$ cat config.mk
export PLATFORM = sky130hd
export DESIGN_NAME = load_store_unit
export DESIGN_NICKNAME = d
export VERILOG_FILES = /design/src/rtl/load_store_unit.sv
export SDC_FILE = /design/constraint.sdc
export NUM_CORES = 1
export LEC_CHECK = 0
export BUFFER_PORTS_ARGS = -buffer_cell sky130_fd_sc_hd__clkbuf_2
export CORE_MARGIN = 2
export CORE_UTILIZATION = 53
export CTS_CLUSTER_DIAMETER = 100
export DETAILED_ROUTE_END_ITERATION = 12
export GPL_TIMING_DRIVEN = 0
export PLACE_DENSITY = 0.95
export SYNTH_ARGS = -nofsm -noshare
export SYNTH_HDL_FRONTEND = slang
export SYNTH_SLANG_ARGS = --single-unit
$ cat constraint.sdc
create_clock -name clk -period 6.78 [get_ports clk]
set_input_delay 2.034 -clock clk [delete_from_list [all_inputs] [get_ports clk]]
set_output_delay 2.034 -clock clk [all_outputs]
set_load 0.005 [all_outputs]
$ cat src/rtl/load_store_unit.sv
// Memory-access stage: one word-aligned req/ack transaction per load/store,
// with load alignment/extension and store lane replication.
module load_store_unit #(
  parameter int D_WIDTH = 32,
  parameter int TIMEOUT = 16
) (
  input  logic               clk,
  input  logic               rst_n,
  input  logic               Start,
  input  logic               MemWrite,
  input  logic [2:0]         Funct3,
  input  logic [D_WIDTH-1:0] ALUResult,
  input  logic [D_WIDTH-1:0] WriteData,
  output logic               Busy,
  output logic               Done,
  output logic [1:0]         Err,
  output logic [D_WIDTH-1:0] ReadData,
  output logic               MemReq,
  output logic               MemWe,
  output logic [D_WIDTH-1:0] MemAddr,
  output logic [D_WIDTH-1:0] MemWData,
  output logic [3:0]         MemByteEn,
  input  logic               MemAck,
  input  logic [D_WIDTH-1:0] MemRData
);

  typedef enum logic [1:0] {IDLE = 2'd0, REQ = 2'd1, DONE = 2'd2} state_t;

  localparam logic [7:0] CNT_LIMIT = 8'(TIMEOUT - 1);

  state_t      state_r, state_s;
  logic [7:0]  cnt_r, cnt_s;
  logic [2:0]  f3_r, f3_s;
  logic [1:0]  off_r, off_s;
  logic        we_r, we_s;
  logic [31:0] addr_r, addr_s;
  logic [31:0] wdata_r, wdata_s;
  logic [3:0]  be_r, be_s;
  logic        req_r, req_s;
  logic        done_r, done_s;
  logic        busy_r, busy_s;
  logic [1:0]  err_r, err_s;
  logic [31:0] rdata_r, rdata_s;
  logic        illegal_s, misaligned_s;
  logic [3:0]  req_be_s;
  logic [31:0] req_wdata_s;

  // Select the addressed byte/half from the returned word and extend it.
  function automatic logic [31:0] ld_extend(input logic [2:0] f3, input logic [1:0] off,
                                            input logic [31:0] word);
    logic [31:0] sh;
    sh = word >> {off, 3'b000};
    case (f3)
      3'b000:  ld_extend = {{24{sh[7]}}, sh[7:0]};
      3'b001:  ld_extend = {{16{sh[15]}}, sh[15:0]};
      3'b100:  ld_extend = {24'h000000, sh[7:0]};
      3'b101:  ld_extend = {16'h0000, sh[15:0]};
      default: ld_extend = sh;
    endcase
  endfunction

  // Request legality, alignment, byte lanes and replicated store data.
  always_comb begin
    illegal_s    = 1'b1;
    misaligned_s = 1'b0;
    req_be_s     = 4'b0000;
    req_wdata_s  = 32'h0000_0000;
    case (Funct3)
      3'b000, 3'b001, 3'b010: illegal_s = 1'b0;
      3'b100, 3'b101:         illegal_s = MemWrite;
      default:                illegal_s = 1'b1;
    endcase
    case (Funct3[1:0])
      2'b00: begin
        req_be_s = 4'b0001 << ALUResult[1:0];
        if (MemWrite) req_wdata_s = {4{WriteData[7:0]}};
        else          req_wdata_s = 32'h0000_0000;
      end
      2'b01: begin
        misaligned_s = ALUResult[0];
        req_be_s     = 4'b0011 << ALUResult[1:0];
        if (MemWrite) req_wdata_s = {2{WriteData[15:0]}};
        else          req_wdata_s = 32'h0000_0000;
      end
      2'b10: begin
        misaligned_s = (ALUResult[1:0] != 2'b00);
        req_be_s     = 4'b1111;
        if (MemWrite) req_wdata_s = WriteData;
        else          req_wdata_s = 32'h0000_0000;
      end
      default: begin
        misaligned_s = 1'b0;
        req_be_s     = 4'b0000;
      end
    endcase
  end

  // Next-state logic.
  always_comb begin
    state_s = state_r;
    case (state_r)
      IDLE: begin
        if (Start) begin
          if (illegal_s || misaligned_s) state_s = DONE;
          else                           state_s = REQ;
        end else begin
          state_s = IDLE;
        end
      end
      REQ: begin
        if (MemAck || (cnt_r == CNT_LIMIT)) state_s = DONE;
        else                                state_s = REQ;
      end
      DONE:    state_s = IDLE;
      default: state_s = IDLE;
    endcase
  end

  // Next values of the registered outputs and captured request.
  always_comb begin
    cnt_s   = cnt_r;
    f3_s    = f3_r;
    off_s   = off_r;
    we_s    = we_r;
    addr_s  = addr_r;
    wdata_s = wdata_r;
    be_s    = be_r;
    req_s   = 1'b0;
    done_s  = 1'b0;
    err_s   = err_r;
    rdata_s = rdata_r;
    case (state_r)
      IDLE: begin
        if (Start) begin
          if (illegal_s) begin
            err_s  = 2'b10;
            done_s = 1'b1;
          end else if (misaligned_s) begin
            err_s  = 2'b01;
            done_s = 1'b1;
          end else begin
            f3_s    = Funct3;
            off_s   = ALUResult[1:0];
            we_s    = MemWrite;
            addr_s  = {ALUResult[31:2], 2'b00};
            wdata_s = req_wdata_s;
            be_s    = req_be_s;
            req_s   = 1'b1;
            cnt_s   = 8'd0;
          end
        end else begin
          req_s = 1'b0;
        end
      end
      REQ: begin
        if (MemAck) begin
          if (!we_r) rdata_s = ld_extend(f3_r, off_r, MemRData);
          else       rdata_s = rdata_r;
          err_s  = 2'b00;
          done_s = 1'b1;
        end else if (cnt_r == CNT_LIMIT) begin
          err_s  = 2'b11;
          done_s = 1'b1;
        end else begin
          req_s = 1'b1;
          cnt_s = cnt_r + 8'd1;
        end
      end
      DONE:    req_s = 1'b0;
      default: req_s = 1'b0;
    endcase
    busy_s = (state_s != IDLE);
  end

  // State and output registers with synchronous active-low reset.
  always_ff @(posedge clk) begin
    if (!rst_n) begin
      state_r <= IDLE;
      cnt_r   <= 8'd0;
      f3_r    <= 3'b000;
      off_r   <= 2'b00;
      we_r    <= 1'b0;
      addr_r  <= 32'h0000_0000;
      wdata_r <= 32'h0000_0000;
      be_r    <= 4'b0000;
      req_r   <= 1'b0;
      done_r  <= 1'b0;
      busy_r  <= 1'b0;
      err_r   <= 2'b00;
      rdata_r <= 32'h0000_0000;
    end else begin
      state_r <= state_s;
      cnt_r   <= cnt_s;
      f3_r    <= f3_s;
      off_r   <= off_s;
      we_r    <= we_s;
      addr_r  <= addr_s;
      wdata_r <= wdata_s;
      be_r    <= be_s;
      req_r   <= req_s;
      done_r  <= done_s;
      busy_r  <= busy_s;
      err_r   <= err_s;
      rdata_r <= rdata_s;
    end
  end

  assign Busy      = busy_r;
  assign Done      = done_r;
  assign Err       = err_r;
  assign ReadData  = rdata_r;
  assign MemReq    = req_r;
  assign MemWe     = we_r;
  assign MemAddr   = addr_r;
  assign MemWData  = wdata_r;
  assign MemByteEn = be_r;

endmodule

* Word-level counts from Yosys, hierarchy flattened *
Cells that the tools add are included.

storage, ports and cells
  register bits = 119
  input port bits = 104
  output and inout port bits = 106
  word-level logic and storage cells = 89

operators by class
  add/subtract/negate cells = 1
  equality and inequality tests = 18
  shift-type cells = 3
  muxes and demuxes = 36
  bitwise operators = 3
  reductions and logical operators = 15

operators with widths
  cell                                             count
  one-hot mux 32 bit (4 select lines)              1
  two-way mux 32 bit                               3
  one-hot mux 32 bit (3 select lines)              1
  two-way mux 8 bit                                5
  >> shifter 32 x 5 -> 32 bit                      1
  two-way mux 2 bit                                8
  one-hot mux 8 bit (2 select lines)               1
  == test 3 bit, second input constant             4
  one-hot mux 4 bit (3 select lines)               1
  two-way mux 1 bit                                10
  != test 2 bit, second input constant             5
  adder 8 x 1 -> 8 bit, second input constant      1
  == test 8 x 4 -> 1 bit, second input constant    1
  one-hot mux 1 bit (2 select lines)               4
  one-hot mux 2 bit (2 select lines)               2
  AND reduction 4 bit                              2
  == test 3 x 1 -> 1 bit, second input constant    2
  zero test 3 bit                                  2
  != test 3 bit, second input constant             2
  AND reduction 6 bit                              1
  nonzero test 2 bit                               3
  == test 2 x 1 -> 1 bit, second input constant    2
  zero test 2 bit                                  2
  << shifter 1 x 2 -> 4 bit, first input constant  1
  8 further kinds                                  11

* Depth between registers and ports, before layout *
Gate-level depths: netlist (run 1).

  depth in word-level cells = 8
  mapped depth = 11
  depth with buffers taken out = 7

* Least setup slack after synthesis (run 1) *
Ideal clock, no wire load.

  path kind = input-to-reg
  start = input port Funct3[1]
  end = register wdata_r[29] (netlist: MemWData[29])
  setup time = 70 ps
  arrival time = 3783 ps
  slack = 2927 ps
  stages = 9
  buffers on the path = 2
  path through = clkbuf_1 -> inv_1 -> ha_1 -> o211a_1 -> a31oi_2 -> nand3_2 -> buf_2 -> or3_1 -> a21boi_1

between the ends
  longest elaborated chain between the ends = 5

ends and longest elaborated chain
  what                                                      line  source
  start: declaration                                        11    input logic [2:0] Funct3,
  == test 3 x 1 -> 1 bit (tied with other cells)            68    case (Funct3)
  OR reduction 3 bit or OR reduction 2 bit (tied branches)  68
  one-hot mux 1 bit (2 select lines)                        68
  inverter 1 bit (no line)                                  --
  AND reduction 4 bit (no line)                             --
  end signal: assignment                                    198   wdata_r <= wdata_s;
  end: declaration                                          37    logic [31:0] wdata_r, wdata_s;

Several ways; a longest one is shown, not always the timed one.
A chain may end at the register's enable or synchronous reset.

* Worst setup path after layout (run 1) *
  start = input port Funct3[1]
  end = register off_r[1]

between the ends
  longest elaborated chain between the ends = 5

ends and longest elaborated chain
  what                                                      line  source
  == test 3 x 1 -> 1 bit (tied with other cells)            68
  OR reduction 3 bit or OR reduction 2 bit (tied branches)  68
  one-hot mux 1 bit (2 select lines)                        68
  inverter 1 bit (no line)                                  --
  AND reduction 4 bit (no line) *                           --
  end signal: assignment                                    195   off_r <= off_s;
  end: declaration                                          34    logic [1:0] off_r, off_s;

Every way passes the cells marked *; elsewhere a longest branch is shown, timed or not.

==> results of run 1 <==
## routing by layer
layer	routed length [um]	vias to the layer above
met4	513	0
li1	-	2752
met3	1610	51
met2	8330	324
met1	6600	2697
met5	0	-
## worst min-delay path by stage
stage	depth (start not counted)	slack, ns	endpoint	startpoint
floorplan	2	0.45	MemWData[10]	MemWData[10]
global placement	2	0.44	MemWData[0]	MemWData[0]
detailed placement	2	0.44	MemWData[9]	MemWData[9]
CTS	2	0.45	MemWData[9]	MemWData[9]
global route	2	0.47	MemWData[31]	MemWData[31]
finish	2	0.45	MemWData[9]	MemWData[9]
## state kept, by name (all words and copies together), names as in the netlist
signal / count
ReadData: 32
MemReq: 1
Done: 1
cnt_r: 8
MemByteEn: 4
MemWData: 32
Busy: 1
MemAddr: 30
f3_r: 3
off_r: 2
Err: 2
MemWe: 1
## stage by stage
stage / cell area (um2) / instances
6_report: 7300 / 1035
5_1_grt: 7300 / 1035
4_1_cts: 7300 / 1035
3_5_place_dp: 6720 / 1004
3_3_place_gp: 6720 / 1004
2_1_floorplan: 5520 / 662
## power by group through the flow
stage	clock, uW	sequential [uW]	combinational (uW)
2_1_floorplan	0	741	125
3_3_place_gp	0	739	220
3_5_place_dp	0	741	224
4_1_cts	875	727	227
5_1_grt	907	729	252
6_report	871	727	231
## logic make-up after synthesis
| family | synth area share |
|---|---|
| AO/OA/AOI/OAI | 0.262 |
| other | 0.000679 |
| buffers and inverters | 0.0503 |
| flip-flops | 0.424 |
| AND/OR/NAND/NOR | 0.194 |
| multiplexers | 0.0530 |
| adder cells (fa/ha/maj) | 0.0159 |
## critical path, stage by stage
cell	delay (ns)
clkbuf_2	0.12
clkbuf_1	0.34
inv_1	0.15
ha_1	0.28
o211a_1	0.24
a31oi_2	0.26
nand3_2	0.15
buf_2	0.25
clkbuf_1	0.29
nand2_1	0.16
a21boi_1	0.08
## layout make-up
cell class | count | area, um2
well taps | 136 | 170
flip-flops and latches | 117 | 2340
multi-input cells | 486 | 2900
repair buffers | 206 | 1030
inverters | 3 | 11.3
clock inverters | 9 | 129
plain buffers | 56 | 267
clock buffers | 22 | 443
fillers | 815 | 2940
## placed cells by master, fill, tap and decap left out, drive strengths merged, types with 2 or more instances in the layout
master    count
clkinvlp      2
a222oi        6
o211ai        9
and2          2
mux2         10
mux2i        18
nor2         16
or2           4
clkinv        5
or3           7
clkbuf      262
o311ai        2
nor2b         6
a21boi       78
nor3b         2
a22oi         3
nand2b        4
and3          2
a21oi        30
conb          2
buf          22
inv           2
a31oi         4
dfxtp       117
ha            7
nand2       172
o21ai        42
nand3        30
o211a         4
o221a         3
a22o         14
bufinv        3
==> flow_summary.yaml, run 1 <==
setup_path:
  worstPathRequired_ns: 7.18
  critPathCaptureType: "flip-flop"
  cp-endpoint: "off_r[1]"
  arrival_ns: 4.37
  r2r-end: "ReadData[22]"
  crit_start: "Funct3[1]"
  startpoint_type: "primary input"
  crit_type: "in2reg"
  crit_fanout: 10
  r2r_setup_slack_ns: 4.77
  worstReg2RegStart: "off_r[1]"
  ff2ff_path_depth: 8
global_route:
  grtUsageMet2: 0.519
  met1_usage: 0.345
  grt-ovfl-total: 0
  top_usage_layer: "met2"
  grt_max_degree: 17
  grt_usage: 0.304
  grt_pass1_wl_mm: 27.0
  grt_pass1_vias: 5701
  grt.met3_usage: 0.0889
  antenna_found_initial: 0
timing:
  worst_slew_pin_slew_ns: 0.666
  relSlewSlack: 0.554
  setup_violations: 0
  period_minus_slack_ns: 3.96
  clock_skew_ns: 0.00935
  slew_violations: 0
  tns_ns: 0
  whs_ns: 0.447
  setup_ws_ns: 2.82
  hold_violations: 0
  rsz0062_at_grt: "no"
  period_share: 0.585
  max_freq_mhz: 252
yosys:
  synth_edf_count: 0
  synth_top_area_cell: "dfxtp_1"
  yosysTopAreaCellShare: 0.424
  synthCells: 661
  ys.flop_type: "dfxtp_1"
  synth_seq_cells: 117
  synth-seq-area-share: 0.424
  synth_area_leaders: "dfxtp_1, nand2_1, a21boi_1"
  synth_commonest_cells: "nand2_1, dfxtp_1, a21boi_1, o21ai_0, clkbuf_1"
  netlist_area_um2: 5520
  async_reset_ff_frac: 0
  synth_warnings: 0
  yosysUniqueCellTypes: 50
  syn_area_per_cell_um2: 8.35
  yosysMostFrequentCell: "nand2_1"
route:
  ant_nets: 0
  drc_errors: 0
  routed_wl_mm: 17.0
  drtIter0Drc: 369
  via_per_inst: 5.63
  wl_per_cell_um: 16.5
  vias: 5824
  drt_pass1_iterations: 5
floorplan:
  die_h_um: 106
  die_w_um: 106
  io_pins: 210
  dieArea_um2: 11200
  initial_utilization: 0.539
  fp-row-count: 37
  coreArea_um2: 10200
clocking:
  ctsHoldBuffers: 0
  cts-root-buf: "clkbuf_8"
  cts_tree: "done"
  clock_sinks: 117
  path_clk_slew_ns: 0.06
  cts.path.max_buffers: 2
  clkLatencyLatePin_ns: 0.52
  numCtsBuffers: 17
  cts_resized: 0
  cts_setup_buffers: 0
  ctsHtreeMaxLevel: 4
place:
  place.gp.congestion: 0.909
  post-dp-hpwl_mm: 12.6
  post-place-ws_ns: 2.35
  io_buffers: 206
run_status:
  status: "finished clean"
pwr:
  power.total_uw: 1830
  clockPowerShare: 0.476
  internal_power_uw: 1370
  power_density_nw_per_um2: 251
  pwr-share-seq: 0.397
  peakVddDrop_mv: 0.175
  p_leak_uw: 0.00316
  p_sw_frac: 0.248
  comb_power_share: 0.126
  p_switching_uw: 453
cells_and_area:
  drive_gt1_frac: 0.317
  utilization: 0.713
  diodes: 0
  syn_to_final_growth_pct: 32.2
  final_nets: 998
job:
  maxCapViolations: 0
worst_hold_path:
  hp-class: "reg2reg"
(Power assumes the default switching activity.)
==> run 2, diff against run 1 <==
Settings changed: CORE_UTILIZATION 53 to 49, PLACE_DENSITY 0.95 to 0.91.
Clock period 6.78 ns to 3.72 ns, I/O delays scaled along.
==> run 2 against run 1 <==
Clock skew about the same. Via count down 0.17%. Design area down 0.15%. Largest power group unchanged.
==> flow_summary.yaml, run 2 (synthesis gave the netlist of run 1 again) <==
run_status:
  status: "finished clean"
route:
  drc_errors: 0
  routed_wl_mm: 17.2
  via_per_inst: 5.59
  wl_met1_mm: 6.66
  drt_pass1_iterations: 6
  ant_nets: 0
  wl_per_cell_um: 16.5
  met3_wirelength_mm: 1.68
  wl_met2_mm: 8.47
  highest_layer: "met4"
  drtIter0Drc: 493
  vias: 5814
timing:
  setup_violations: 0
  slew_violations: 0
  hold_violations: 0
  period_minus_slack_ns: 3.16
  period_share: 0.851
  max_freq_mhz: 316
  clock_skew_ns: 0.00901
  relSlewSlack: 0.552
  worst_slew_pin_slew_ns: 0.669
  rsz0062_at_grt: "no"
  tns_ns: 0
floorplan:
  io_pins: 210
  fp-row-count: 38
  coreArea_um2: 10900
  dieArea_um2: 12100
  initial_utilization: 0.505
  die_w_um: 110
  die_h_um: 110
job:
  maxCapViolations: 0
place:
  place_area_um2: 6730
  dp.cells: 1008
  post-dp-hpwl_mm: 12.6
  place.gp.congestion: 0.956
  io_buffers: 206
cells_and_area:
  drive_gt1_frac: 0.319
  final_cell_mix: "clkbuf_2, nand2_1, dfxtp_1, a21boi_1, o21ai_0"
  final_cell_area_um2: 7280
  final_nets: 998
  diodes: 0
  utilization: 0.666
  syn_to_final_growth_pct: 32.0
  final_common_cell: "clkbuf_2"
  n_fill_cell: 932
  instances_no_fill: 1040
pwr:
  power.total_uw: 3260
  power_density_nw_per_um2: 448
  p_leak_uw: 0.00315
  peakVddDrop_mv: 0.378
clocking:
  cts-root-buf: "clkbuf_16"
  clkLatencyLatePin_ns: 0.40
  path_clk_slew_ns: 0.06
  cts_resized: 0
  cts_tree: "done"
  clock_sinks: 117
  cts.path.max_buffers: 2
  ctsHoldBuffers: 0
  numCtsBuffers: 17
  ctsHtreeMaxLevel: 4
  cts_setup_buffers: 0
worst_hold_path:
  hp-class: "reg2reg"
setup_path:
  worstPathRequired_ns: 4.01
  arrival_ns: 3.45
  crit_fanout: 10
  crit_type: "in2reg"
  r2r_setup_slack_ns: 1.64
  startpoint_type: "primary input"
  critPathCaptureType: "flip-flop"
global_route:
  antenna_found_initial: 0
  grt-ovfl-total: 0
  grt_pass1_vias: 5560
  grt_max_degree: 17
  grt_usage: 0.286
  grt_pass1_wl_mm: 26.8
-- run 2: cell count changes in the layout (fill, tap and decap cells not counted), sizes merged --
cell,previous run,this run
clkinv,5,6
bufinv,3,1
clkinvlp,2,3
clkbuf,262,263
-- run 2: where the power goes --
part,leakage (uW),switching (uW),internal (uW)
Clock,0.000269,557,964
Combinational,0.00194,242,177
Sequential,0.000948,25.0,1300
Total,0.00315,824,2440
-- run 2: area by class of cell --
class	count	area, um2	area share
clock inverter	9	77.6	0.0106
sequential	117	2340	0.322
inverter	3	11.3	0.00155
tap	140	175	0.0240
multi-input combinational	486	2900	0.398
buffer	56	267	0.0366
clock buffer	23	478	0.0656
timing repair buffer	206	1030	0.142
-- run 2: worst max-delay path, cell delays in order --
cell      delay [ns]
clkbuf_2        0.12
clkbuf_1        0.33
inv_1           0.16
ha_1            0.28
o211a_1         0.24
a31oi_2         0.26
nand3_2         0.15
buf_2           0.24
clkbuf_1        0.29
nand2_1         0.17
a21boi_1        0.08
-- run 2: worst paths after layout --
kind / start / endpoint / cells after the start
worst min register to register: MemWData[12] / MemWData[12] / 2
worst max register to register: off_r[1] / ReadData[29] / 8
worst max-delay path: Funct3[1] / MemWData[6] / 11
worst min-delay path: MemWData[12] / MemWData[12] / 2
-- run 2: metrics by stage --
step / worst slack (ns) / hold WS [ns]
floorplan: 0.785 / 0.447
global placement: 0.321 / 0.439
detailed placement: 0.270 / 0.444
CTS: 0.631 / 0.451
global route: 0.430 / 0.465
finish: 0.555 / 0.450
-- run 2: routing by layer --
metal / GRT usage / vias up
met5: 0 / -
met4: 0.116 / 0
met3: 0.0923 / 42
met2: 0.485 / 328
met1: 0.333 / 2697
li1: - / 2747
